File: config.mk
export PLATFORM = sky130hd
export DESIGN_NAME = cdc_reset_sequencer
export DESIGN_NICKNAME = d
export VERILOG_FILES = /design/src/rtl/cdc_reset_pkg.sv /design/src/rtl/cdc_req_sync.sv /design/src/rtl/cdc_reset_sequencer.sv
export SDC_FILE = /design/constraint.sdc
export NUM_CORES = 1
export LEC_CHECK = 0
export CAP_MARGIN = 15
export CORE_ASPECT_RATIO = 1.25
export CORE_MARGIN = 5
export CORE_UTILIZATION = 50
export CTS_CLUSTER_DIAMETER = 60
export DETAILED_ROUTE_END_ITERATION = 16
export HOLD_SLACK_MARGIN = 0.15
export PLACE_DENSITY = 0.82
export SETUP_SLACK_MARGIN = 0.02
export SYNTH_ARGS = -nofsm -noshare
export SYNTH_HDL_FRONTEND = slang
export SYNTH_SLANG_ARGS = --single-unit
File: constraint.sdc
create_clock -name clk -period 4.04 [get_ports clk]
set_input_delay 0.606 -clock clk [delete_from_list [all_inputs] [get_ports clk]]
set_output_delay 0.606 -clock clk [all_outputs]
set_load 0.05 [all_outputs]
File: src/rtl/cdc_reset_pkg.sv
// Shared types and width helpers for the multi-channel reset sequencer.
package cdc_reset_pkg;

  typedef enum logic [1:0] {
    ST_HOLD    = 2'd0,
    ST_FILTER  = 2'd1,
    ST_RELEASE = 2'd2,
    ST_RUN     = 2'd3
  } state_e;

  function automatic int cnt_width(input int a, input int b, input int c);
    int m;
    m = a;
    if (b > m) m = b;
    if (c > m) m = c;
    return $clog2(m + 1);
  endfunction

endpackage

File: src/rtl/cdc_req_sync.sv
// STAGES-deep single-bit synchronizer with synchronous reset to RST_VAL.
module cdc_req_sync #(
  parameter int   STAGES  = 2,
  parameter logic RST_VAL = 1'b0
) (
  input  logic clk,
  input  logic rst,
  input  logic d,
  output logic q
);

  logic [STAGES-1:0] ff;

  always_ff @(posedge clk) begin
    if (rst) ff <= {STAGES{RST_VAL}};
    else     ff <= {ff[STAGES-2:0], d};
  end

  assign q = ff[STAGES-1];

endmodule

File: src/rtl/cdc_reset_sequencer.sv
// Reset sequencer: minimum hold, deassertion filter, then staggered release
// of active-low channel resets starting at first_ch.
module cdc_reset_sequencer
  import cdc_reset_pkg::*;
#(
  parameter int NUM_CH      = 4,
  parameter int STAGES      = 2,
  parameter int MIN_ASSERT  = 16,
  parameter int FILTER      = 3,
  parameter int RELEASE_GAP = 8
) (
  input  logic              clk,
  input  logic              rst,
  input  logic              arst_req_n,
  input  logic [NUM_CH-1:0] sw_rst_i,
  output logic [NUM_CH-1:0] rst_n_o,
  output logic              done_o,
  output logic [1:0]        state_o
);

  localparam int CW  = cnt_width(MIN_ASSERT, FILTER, RELEASE_GAP);
  localparam int CHW = $clog2(NUM_CH + 1);

  localparam logic [CW-1:0]  MIN_LAST  = CW'(MIN_ASSERT - 1);
  localparam logic [CW-1:0]  FILT_LAST = CW'(FILTER - 1);
  localparam logic [CW-1:0]  GAP_LAST  = CW'(RELEASE_GAP - 1);
  localparam logic [CHW-1:0] LAST_CH   = CHW'(NUM_CH - 1);

  logic              req_sync;
  state_e            state;
  logic [CW-1:0]     cnt;
  logic [CHW-1:0]    first_ch, next_ch, sw_k;
  logic [NUM_CH-1:0] rst_n_q, first_bit, next_bit, below_k;
  logic              done_q, sw_hit;

  cdc_req_sync #(.STAGES(STAGES), .RST_VAL(1'b0)) u_sync (
    .clk (clk),
    .rst (rst),
    .d   (arst_req_n),
    .q   (req_sync)
  );

  // One-hot selects for the channel being released and the sw-reset keep mask.
  always_comb begin
    first_bit = '0;
    next_bit  = '0;
    below_k   = '0;
    sw_k      = '0;
    sw_hit    = |sw_rst_i;
    for (int i = NUM_CH - 1; i >= 0; i--)
      if (sw_rst_i[i]) sw_k = CHW'(i);
    for (int i = 0; i < NUM_CH; i++) begin
      first_bit[i] = (CHW'(i) == first_ch);
      next_bit[i]  = (CHW'(i) == next_ch);
      below_k[i]   = (CHW'(i) < sw_k);
    end
  end

  always_ff @(posedge clk) begin
    if (rst) begin
      state    <= ST_HOLD;
      cnt      <= '0;
      first_ch <= '0;
      next_ch  <= '0;
      rst_n_q  <= '0;
      done_q   <= 1'b0;
    end else if (!req_sync && state != ST_HOLD) begin
      // External request outranks everything, including a same-cycle sw reset.
      state    <= ST_HOLD;
      cnt      <= '0;
      first_ch <= '0;
      rst_n_q  <= '0;
      done_q   <= 1'b0;
    end else begin
      done_q <= 1'b0;
      case (state)
        ST_HOLD: begin
          // A request during hold widens the scope to all channels but keeps the count.
          if (!req_sync) begin
            rst_n_q  <= '0;
            first_ch <= '0;
          end
          if (cnt == MIN_LAST && req_sync) begin
            state <= ST_FILTER;
            cnt   <= '0;
          end else if (cnt != MIN_LAST) begin
            cnt <= cnt + CW'(1);
          end
        end
        ST_FILTER: begin
          if (cnt == FILT_LAST) begin
            rst_n_q <= rst_n_q | first_bit;
            next_ch <= first_ch + CHW'(1);
            cnt     <= '0;
            state   <= (first_ch == LAST_CH) ? ST_RUN : ST_RELEASE;
          end else begin
            cnt <= cnt + CW'(1);
          end
        end
        ST_RELEASE: begin
          if (cnt == GAP_LAST) begin
            rst_n_q <= rst_n_q | next_bit;
            next_ch <= next_ch + CHW'(1);
            cnt     <= '0;
            if (next_ch == LAST_CH) state <= ST_RUN;
          end else begin
            cnt <= cnt + CW'(1);
          end
        end
        ST_RUN: begin
          if (sw_hit) begin
            rst_n_q  <= rst_n_q & below_k;
            first_ch <= sw_k;
            cnt      <= '0;
            state    <= ST_HOLD;
          end else begin
            done_q <= 1'b1;
          end
        end
        default: state <= ST_HOLD;
      endcase
    end
  end

  assign rst_n_o = rst_n_q;
  assign done_o  = done_q;
  assign state_o = state;

endmodule

# --- After elaboration in Yosys (flattened, before gate mapping) ---
# Index checks and enable logic that the tools add are counted.
# W data, S select, Z words.
op_classes:
  n_reduce_logical: 17
  muxes: 29
  multipliers: 0
  shift: 0
  order_cmp: 4
  add_sub_neg: 3
  n_eq_ne: 22
  div_mod_pow: 0
  n_bitwise: 5
op_table:
  columns: ["cell", "n"]
  rows:
  - ["$mux W5", 5]
  - ["$mux W3", 7]
  - ["$pmux W5 S4", 1]
  - ["$mux W4", 4]
  - ["$pmux W4 S4", 1]
  - ["$eq A2 B3 Y1 const A", 4]
  - ["$mux W2", 6]
  - ["$ne A2 B2 Y1 const B", 6]
  - ["$pmux W3 S2", 2]
  - ["$or A4 B4 Y4", 2]
  - ["$pmux W2 S4", 1]
  - ["$reduce_and A4 Y1", 2]
  - ["$add A3 B1 Y3 const B", 2]
  - ["$eq A1 B3 Y1 const A", 2]
  - ["$eq A3 B2 Y1 const B", 2]
  - ["$logic_not A3 Y1", 2]
  - ["$lt A1 B3 Y1 const A", 2]
  - ["$lt A2 B3 Y1 const A", 2]
  - ["$reduce_bool A2 Y1", 3]
  - ["$add A5 B1 Y5 const B", 1]
  - ["$eq A5 B2 Y1 const B", 1]
  - ["$eq A5 B3 Y1 const B", 1]
  - ["$eq A5 B4 Y1 const B", 1]
  - ["$ne A5 B4 Y1 const B", 1]
  - ["15 further kinds", 19]
word_totals:
  word_cells: 87
  n_memories: 0
  reg_bits: 20
  mem_bits_rw: 0
  latchBits: 0
  mem_bits_ro: 0
  in_bits: 7

# --- Depth between registers and ports, before layout ---
depth:
  ltp_word: 8
  mapped_depth: 9
  ltp_nobuf: 8

# --- Modules after synthesis ---
# A second synthesis with hierarchy kept.
hier_totals:
  cells_unflattened: 122
  area_unflattened_um2: 1153.6
by_module_without_submodules:
  columns: ["module", "n_inst", "area_each_um2", "cells_each", "seq_area_each_um2"]
  rows:
  - ["cdc_reset_sequencer", 1, 1101.1, 118, 340.3]
  - ["cdc_req_sync", 1, 52.6, 4, 40.0]

# --- Worst setup path before layout ---
# No wires, ideal clock.
synth_path:
  path_kind: "flip-flop to flip-flop"
  start: "register state[1] (netlist: state_o[1])"
  end: "register next_ch[2]"
  path_buffers: 1
  setup_slack_ns: 1.670
  t_required_ns: 3.954
  t_arrival_ns: 2.285
  path_stages_with_launch: 7
  setup_time_ns: 0.086
  cell_sequence: "dfxtp_1 > ha_1 > clkbuf_1 > mux2_2 > ha_1 > ha_1 > a211oi_1"
synth_via:
  elab_chain_cells: 4
synth_lines:
  columns: ["element", "line", "rtl"]
  rows:
  - ["start, declared", "cdc_reset_sequencer.sv:30", "state_e state;"]
  - ["start signal, assigned", "cdc_reset_sequencer.sv:95", "state <= (first_ch == LAST_CH) ? ST_RUN : ST_RELEASE;"]
  - ["branches (longest 4 deep; another with $reduce_and A4 Y1)", null, null]
  - ["end signal, assigned", "cdc_reset_sequencer.sv:93", "next_ch <= first_ch + CHW'(1);"]
  - ["end signal, assigned", "cdc_reset_sequencer.sv:103", "next_ch <= next_ch + CHW'(1);"]
  - ["end, declared", "cdc_reset_sequencer.sv:32", "logic [CHW-1:0] first_ch, next_ch, sw_k;"]
# Several ways; the timed one is not identified.
# A chain may end at the register's enable or synchronous reset.

# --- Worst setup path in the final report ---
layout_path:
  start: "input port sw_rst_i[1]"
  end: "register rst_n_q[3] (netlist: rst_n_o[3])"
layout_via:
  elab_chain_cells: 6
layout_lines:
  columns: ["element", "line", "rtl"]
  rows:
  - ["start, declared", "cdc_reset_sequencer.sv:15", "input logic [NUM_CH-1:0] sw_rst_i,"]
  - ["$mux W3 (2 in a row)", "cdc_reset_sequencer.sv:51", "if (sw_rst_i[i]) sw_k = CHW'(i);"]
  - ["$lt A2 B3 Y1", "cdc_reset_sequencer.sv:55", "below_k[i] = (CHW'(i) < sw_k);"]
  - ["$and A4 B4 Y4", "cdc_reset_sequencer.sv:112", "rst_n_q <= rst_n_q & below_k;"]
  - ["$mux W4", "cdc_reset_sequencer.sv:111", "if (sw_hit) begin"]
  - ["$pmux W4 S4", "cdc_reset_sequencer.sv:76", "case (state)"]
  - ["end signal, assigned", "cdc_reset_sequencer.sv:92", "rst_n_q <= rst_n_q | first_bit;"]
  - ["end signal, assigned", "cdc_reset_sequencer.sv:102", "rst_n_q <= rst_n_q | next_bit;"]
  - ["end signal, assigned", "cdc_reset_sequencer.sv:112", null]
  - ["end, declared", "cdc_reset_sequencer.sv:33", "logic [NUM_CH-1:0] rst_n_q, first_bit, next_bit, below_k;"]
# Parallel ways exist; a longest one is shown, timed or not. The select of a mux whose other input is x is not followed.

==> impl_results.html <==
<table>
<tr><th>Metric</th><th>Value</th></tr>
<tr><th colspan="2">Setup path</th></tr>
<tr><td>Type of the worst setup path</td><td>in -&gt; reg</td></tr>
<tr><td>Data arrival time of the critical path</td><td>2500 ps</td></tr>
<tr><td>Worst Reg2Reg Path Length in Cells</td><td>5</td></tr>
<tr><td>Reg-to-reg setup timing slack</td><td>1860 ps</td></tr>
<tr><td>Origin of the critical flop-to-flop path</td><td>state_o[1]</td></tr>
<tr><td>Required time at the worst-slack endpoint</td><td>4280 ps</td></tr>
<tr><td>Critical path endpoint category</td><td>register</td></tr>
<tr><td>Biggest fanout along the worst timing path</td><td>5</td></tr>
<tr><td>WP buf/inv</td><td>1</td></tr>
<tr><td>Cell repeated most along the worst path</td><td>nor3_1</td></tr>
<tr><td>Capture point of the worst reg-to-reg path</td><td>rst_n_o[3]</td></tr>
<tr><td>Cell family with most CP delay</td><td>simple AND/OR/NAND/NOR gates</td></tr>
<tr><td>List of cells traversed by the critical path</td><td>clkdlybuf4s50_1, or3b_1, nor3_1, o31ai_2, nor3_1</td></tr>
<tr><td>Highest cell delay on the worst timing path</td><td>600 ps</td></tr>
<tr><td>Launching element type of the critical path</td><td>input pin</td></tr>
<tr><td>Standard cell with the maximum stage delay on the critical path</td><td>nor3_1</td></tr>
<tr><th colspan="2">Timing</th></tr>
<tr><td>Portion of the clock cycle consumed by the worst path in the final layout</td><td>56.0%</td></tr>
<tr><td>Highest achievable clock rate</td><td>0.442 GHz</td></tr>
<tr><td>Fin Setup TNS</td><td>0 ps</td></tr>
<tr><td>Final Critical Period</td><td>2260 ps</td></tr>
<tr><td>Max Slew Vio Count</td><td>0</td></tr>
<tr><td>Post-route setup slack</td><td>1780 ps</td></tr>
<tr><td>Worst-Margin Slew</td><td>753 ps</td></tr>
<tr><td>Setup Skew</td><td>3.75 ps</td></tr>
<tr><td>Total of endpoints with negative setup slack in the final report</td><td>0</td></tr>
<tr><td>RSZ-0062 raised after global routing</td><td>no</td></tr>
<tr><td>Tightest slew margin relative to the limit</td><td>49.4%</td></tr>
<tr><td>Final hold violations</td><td>0</td></tr>
<tr><th colspan="2">Layout</th></tr>
<tr><td>Antenna Cells</td><td>0</td></tr>
<tr><td>Fraction of final layout cells sized beyond drive strength 1</td><td>8.16%</td></tr>
<tr><td>Number of nets in the finished design</td><td>166</td></tr>
<tr><td>Number of non-filler instances in the completed layout</td><td>178</td></tr>
<tr><td>Filler cell count in the final layout</td><td>204</td></tr>
<tr><td>Area growth from synthesis to layout</td><td>15.1%</td></tr>
<tr><th colspan="2">Clock network</th></tr>
<tr><td>Total of cells resized after clock tree synthesis</td><td>0</td></tr>
<tr><td>Clock-pin transition on the worst setup and hold timing paths</td><td>110 ps</td></tr>
<tr><td>TritonCTS clock tree</td><td>built</td></tr>
<tr><td>H-Tree Level Count</td><td>1</td></tr>
<tr><td>TritonCTS Sinks</td><td>19</td></tr>
<tr><td>Clock buffer count from CTS</td><td>3</td></tr>
<tr><td>Largest buffer count on any clock path</td><td>2</td></tr>
<tr><td>Clock latency on the worst-skew pair</td><td>310 ps</td></tr>
<tr><td>Post-CTS repair timing setup buffer count</td><td>0</td></tr>
<tr><td>Hold-fix buffers at CTS</td><td>0</td></tr>
<tr><td>Clk Tree Root Cell</td><td>clkbuf_4</td></tr>
<tr><th colspan="2">Yosys</th></tr>
<tr><td>Largest family of logic cells by synthesized area</td><td>compound AO/OA/AOI/OAI gates</td></tr>
<tr><td>Post-synthesis net count</td><td>152</td></tr>
<tr><td>Yosys Warn Count</td><td>0</td></tr>
<tr><td>Post-synth design cell area</td><td>1200 µm²</td></tr>
<tr><td>Adder and majority cell fraction of the synthesized area</td><td>11.5%</td></tr>
<tr><td>EDFF count, synth</td><td>0</td></tr>
<tr><td>Post-Syn Area per Cell</td><td>8.93 µm²</td></tr>
<tr><td>Area share of and/or/nand/nor cells after synthesis</td><td>23.1%</td></tr>
<tr><td>Xor/xnor share of the synthesized area</td><td>1.46%</td></tr>
<tr><td>Most used flip-flop cell after synthesis</td><td>dfxtp_1</td></tr>
<tr><td>Multiplexer area fraction after synthesis</td><td>3.45%</td></tr>
<tr><td>Synth Area in Compound Gates</td><td>25.2%</td></tr>
<tr><td>Number of instances in the synthesized netlist</td><td>134</td></tr>
<tr><td>Flops &amp; latches, synth</td><td>19</td></tr>
<tr><td>Share of synthesized flip-flops with an asynchronous set or reset</td><td>0%</td></tr>
<tr><td>Post-synthesis cell type count</td><td>47</td></tr>
<tr><td>Sequential share of the synthesized area</td><td>31.8%</td></tr>
<tr><th colspan="2">Die</th></tr>
<tr><td>Starting density of the core</td><td>53.5%</td></tr>
<tr><td>Area of the placeable core</td><td>2230 µm²</td></tr>
<tr><td>Die area</td><td>3480 µm²</td></tr>
<tr><td>Die Ht</td><td>64.7 µm</td></tr>
<tr><td>Cell row count</td><td>19</td></tr>
<tr><td>Horizontal die dimension</td><td>53.7 µm</td></tr>
<tr><td>I/O pin count</td><td>14</td></tr>
<tr><th colspan="2">Pwr</th></tr>
<tr><td>Leakage power summed over all cells</td><td>0.518 nW</td></tr>
<tr><td>Max IR drop VDD</td><td>0.319 mV</td></tr>
<tr><td>Pwr/cell area</td><td>321 nW/µm²</td></tr>
<tr><th colspan="2">Hold path</th></tr>
<tr><td>Worst hold path endpoint</td><td>u_sync.ff[1]</td></tr>
<tr><td>Worst hold path cell count</td><td>1</td></tr>
<tr><td>Hold Path Origin</td><td>u_sync.ff[0]</td></tr>
<tr><td>Hold crit path type</td><td>reg -&gt; reg</td></tr>
<tr><th colspan="2">Status</th></tr>
<tr><td>Run status</td><td>completed</td></tr>
<tr><th colspan="2">Detailed routing</th></tr>
<tr><td>Total detailed-routing wirelength</td><td>2600 µm</td></tr>
<tr><td>Detailed-routing iteration count for the pre-antenna-repair pass</td><td>4</td></tr>
<tr><td>Antenna Nets Post-Route</td><td>0</td></tr>
<tr><td>Initial drt markers</td><td>23</td></tr>
<tr><td>Avg Vias per Cell</td><td>5.89</td></tr>
<tr><td>Drt drc</td><td>0</td></tr>
<tr><td>Total number of vias</td><td>1049</td></tr>
<tr><td>Average wire length per cell after detail routing</td><td>14.6 µm</td></tr>
<tr><th colspan="2">Global route</th></tr>
<tr><td>Number of antenna violations at the first check in global routing</td><td>0</td></tr>
<tr><td>Layer carrying the most global-route usage</td><td>met2</td></tr>
<tr><td>Met1 Usage GRT</td><td>20.8%</td></tr>
<tr><td>Global Route met3 Usage</td><td>4.36%</td></tr>
<tr><td>Remaining Overflow, GRT</td><td>0</td></tr>
<tr><td>Pin count of the biggest net entering global routing</td><td>13</td></tr>
<tr><td>Via count of the first global-routing pass</td><td>982</td></tr>
<tr><td>First-pass GRT wire length</td><td>4430 µm</td></tr>
<tr><td>Global-route met2 utilization</td><td>26.8%</td></tr>
<tr><td>Total global-route track usage</td><td>17.2%</td></tr>
<tr><th colspan="2">Job</th></tr>
<tr><td>MaxCap Viol Count</td><td>0</td></tr>
<tr><th colspan="2">Place</th></tr>
<tr><td>Weighted congestion at the end of routability-driven global placement</td><td>0.829</td></tr>
<tr><td>PortBufs</td><td>13</td></tr>
<tr><td>Hpwl dp</td><td>1990 µm</td></tr>
<tr><td>Inst Count DP</td><td>174</td></tr>
<tr><td>Pre-CTS setup slack</td><td>1530 ps</td></tr>
</table>
## area by class of cell
class	count	area, µm²	area share, %
Multi-Input combinational cell	104	774	56.3
Tap cell	31	38.8	2.82
Inverter	7	26.3	1.91
Timing Repair Buffer	13	130	9.45
Sequential cell	19	380	27.6
Clock buffer	4	26.3	1.91
## synthesized netlist by cell type (3+ instances only)
| master | number | share of area, % |
|---|---|---|
| o41ai_1 | 3 | 2.2 |
| nor2b_1 | 5 | 2.6 |
| a211oi_1 | 4 | 2.5 |
| nand3_1 | 4 | 1.7 |
| a21oi_1 | 11 | 4.6 |
| nor2_1 | 13 | 4.1 |
| dfxtp_1 | 19 | 32 |
| and3_1 | 3 | 1.6 |
| mux2i_1 | 3 | 2.5 |
| nor3_1 | 4 | 1.7 |
| nand2_1 | 6 | 1.9 |
| ha_1 | 11 | 12 |
| inv_1 | 6 | 1.9 |
| nand2b_1 | 3 | 1.6 |
## worst register-to-register path: cells and delay by family, from the launching register on
family / cells / cell delay [ps]
AOI/OAI and AO/OA: 1 / 200
DFF: 1 / 440
and+or+nand+nor: 3 / 1220
adders and majority gates: 1 / 250
## through the flow
step / util (%) / hold WS (ps) / instance area [µm²] / total power, W
after floorplan: - / 414 / 1200 / 0.000311
after global placement: 60.4 / 418 / 1350 / 0.000338
after detailed placement: 60.4 / 428 / 1350 / 0.000342
after CTS: 61.6 / 457 / 1380 / 0.000442
after global routing: 61.6 / 478 / 1380 / 0.000472
final: 61.6 / 451 / 1380 / 0.000442
## worst max path at each step
| stage | cells past startpoint | endpoint | from | slack [ps] |
|---|---|---|---|---|
| finish | 5 | rst_n_o[3] | sw_rst_i[1] | 1780 |
| global placement | 5 | rst_n_o[3] | sw_rst_i[1] | 1600 |
| CTS | 1 | state_o[1] | state_o[1] | 1830 |
| floorplan | 6 | next_ch[2] | state_o[1] | 1670 |
| global route | 7 | next_ch[2] | state_o[0] | 1710 |
| detailed placement | 5 | rst_n_o[3] | sw_rst_i[1] | 1530 |
## per-layer routing
layer	routed length, µm	up-vias
met2	1330	33
li1	-	527
met4	65	0
met1	1060	482
met5	0	-
met3	142	7
## cell families after synthesis
group	after synthesis
xor gates and xnor gates	2
AOI/OAI and AO/OA	38
adders and majority gates	11
muxes	4
buffers and inverters	11
DFF	19
and+or+nand+nor	49
## power breakdown
part           leakage (nW)  total, W  switching [W]  internal, W
logic                 0.349  0.000124      0.0000699    0.0000544
clock network        0.0150  0.000101      0.0000624    0.0000386
registers             0.154  0.000216      0.0000149     0.000201
## registers in the layout (all words and copies together) (netlist names)
signal	count
cnt	5
rst_n_o	4
next_ch	3
first_ch	2
state_o	2
u_sync.ff	2
done_o	1
## cells in the final DEF (no fill, tap or decap), types with 4 or more instances in the layout
master / n
dfxtp_1: 19
nor2_1: 13
clkdlybuf4s50_1: 13
a21oi_1: 11
ha_1: 11
inv_1: 6
nand2_1: 6
nor2b_1: 5
nor3_1: 4
nand3_1: 4
a211oi_1: 4
Note: power is estimated with default switching activity, not from simulation.
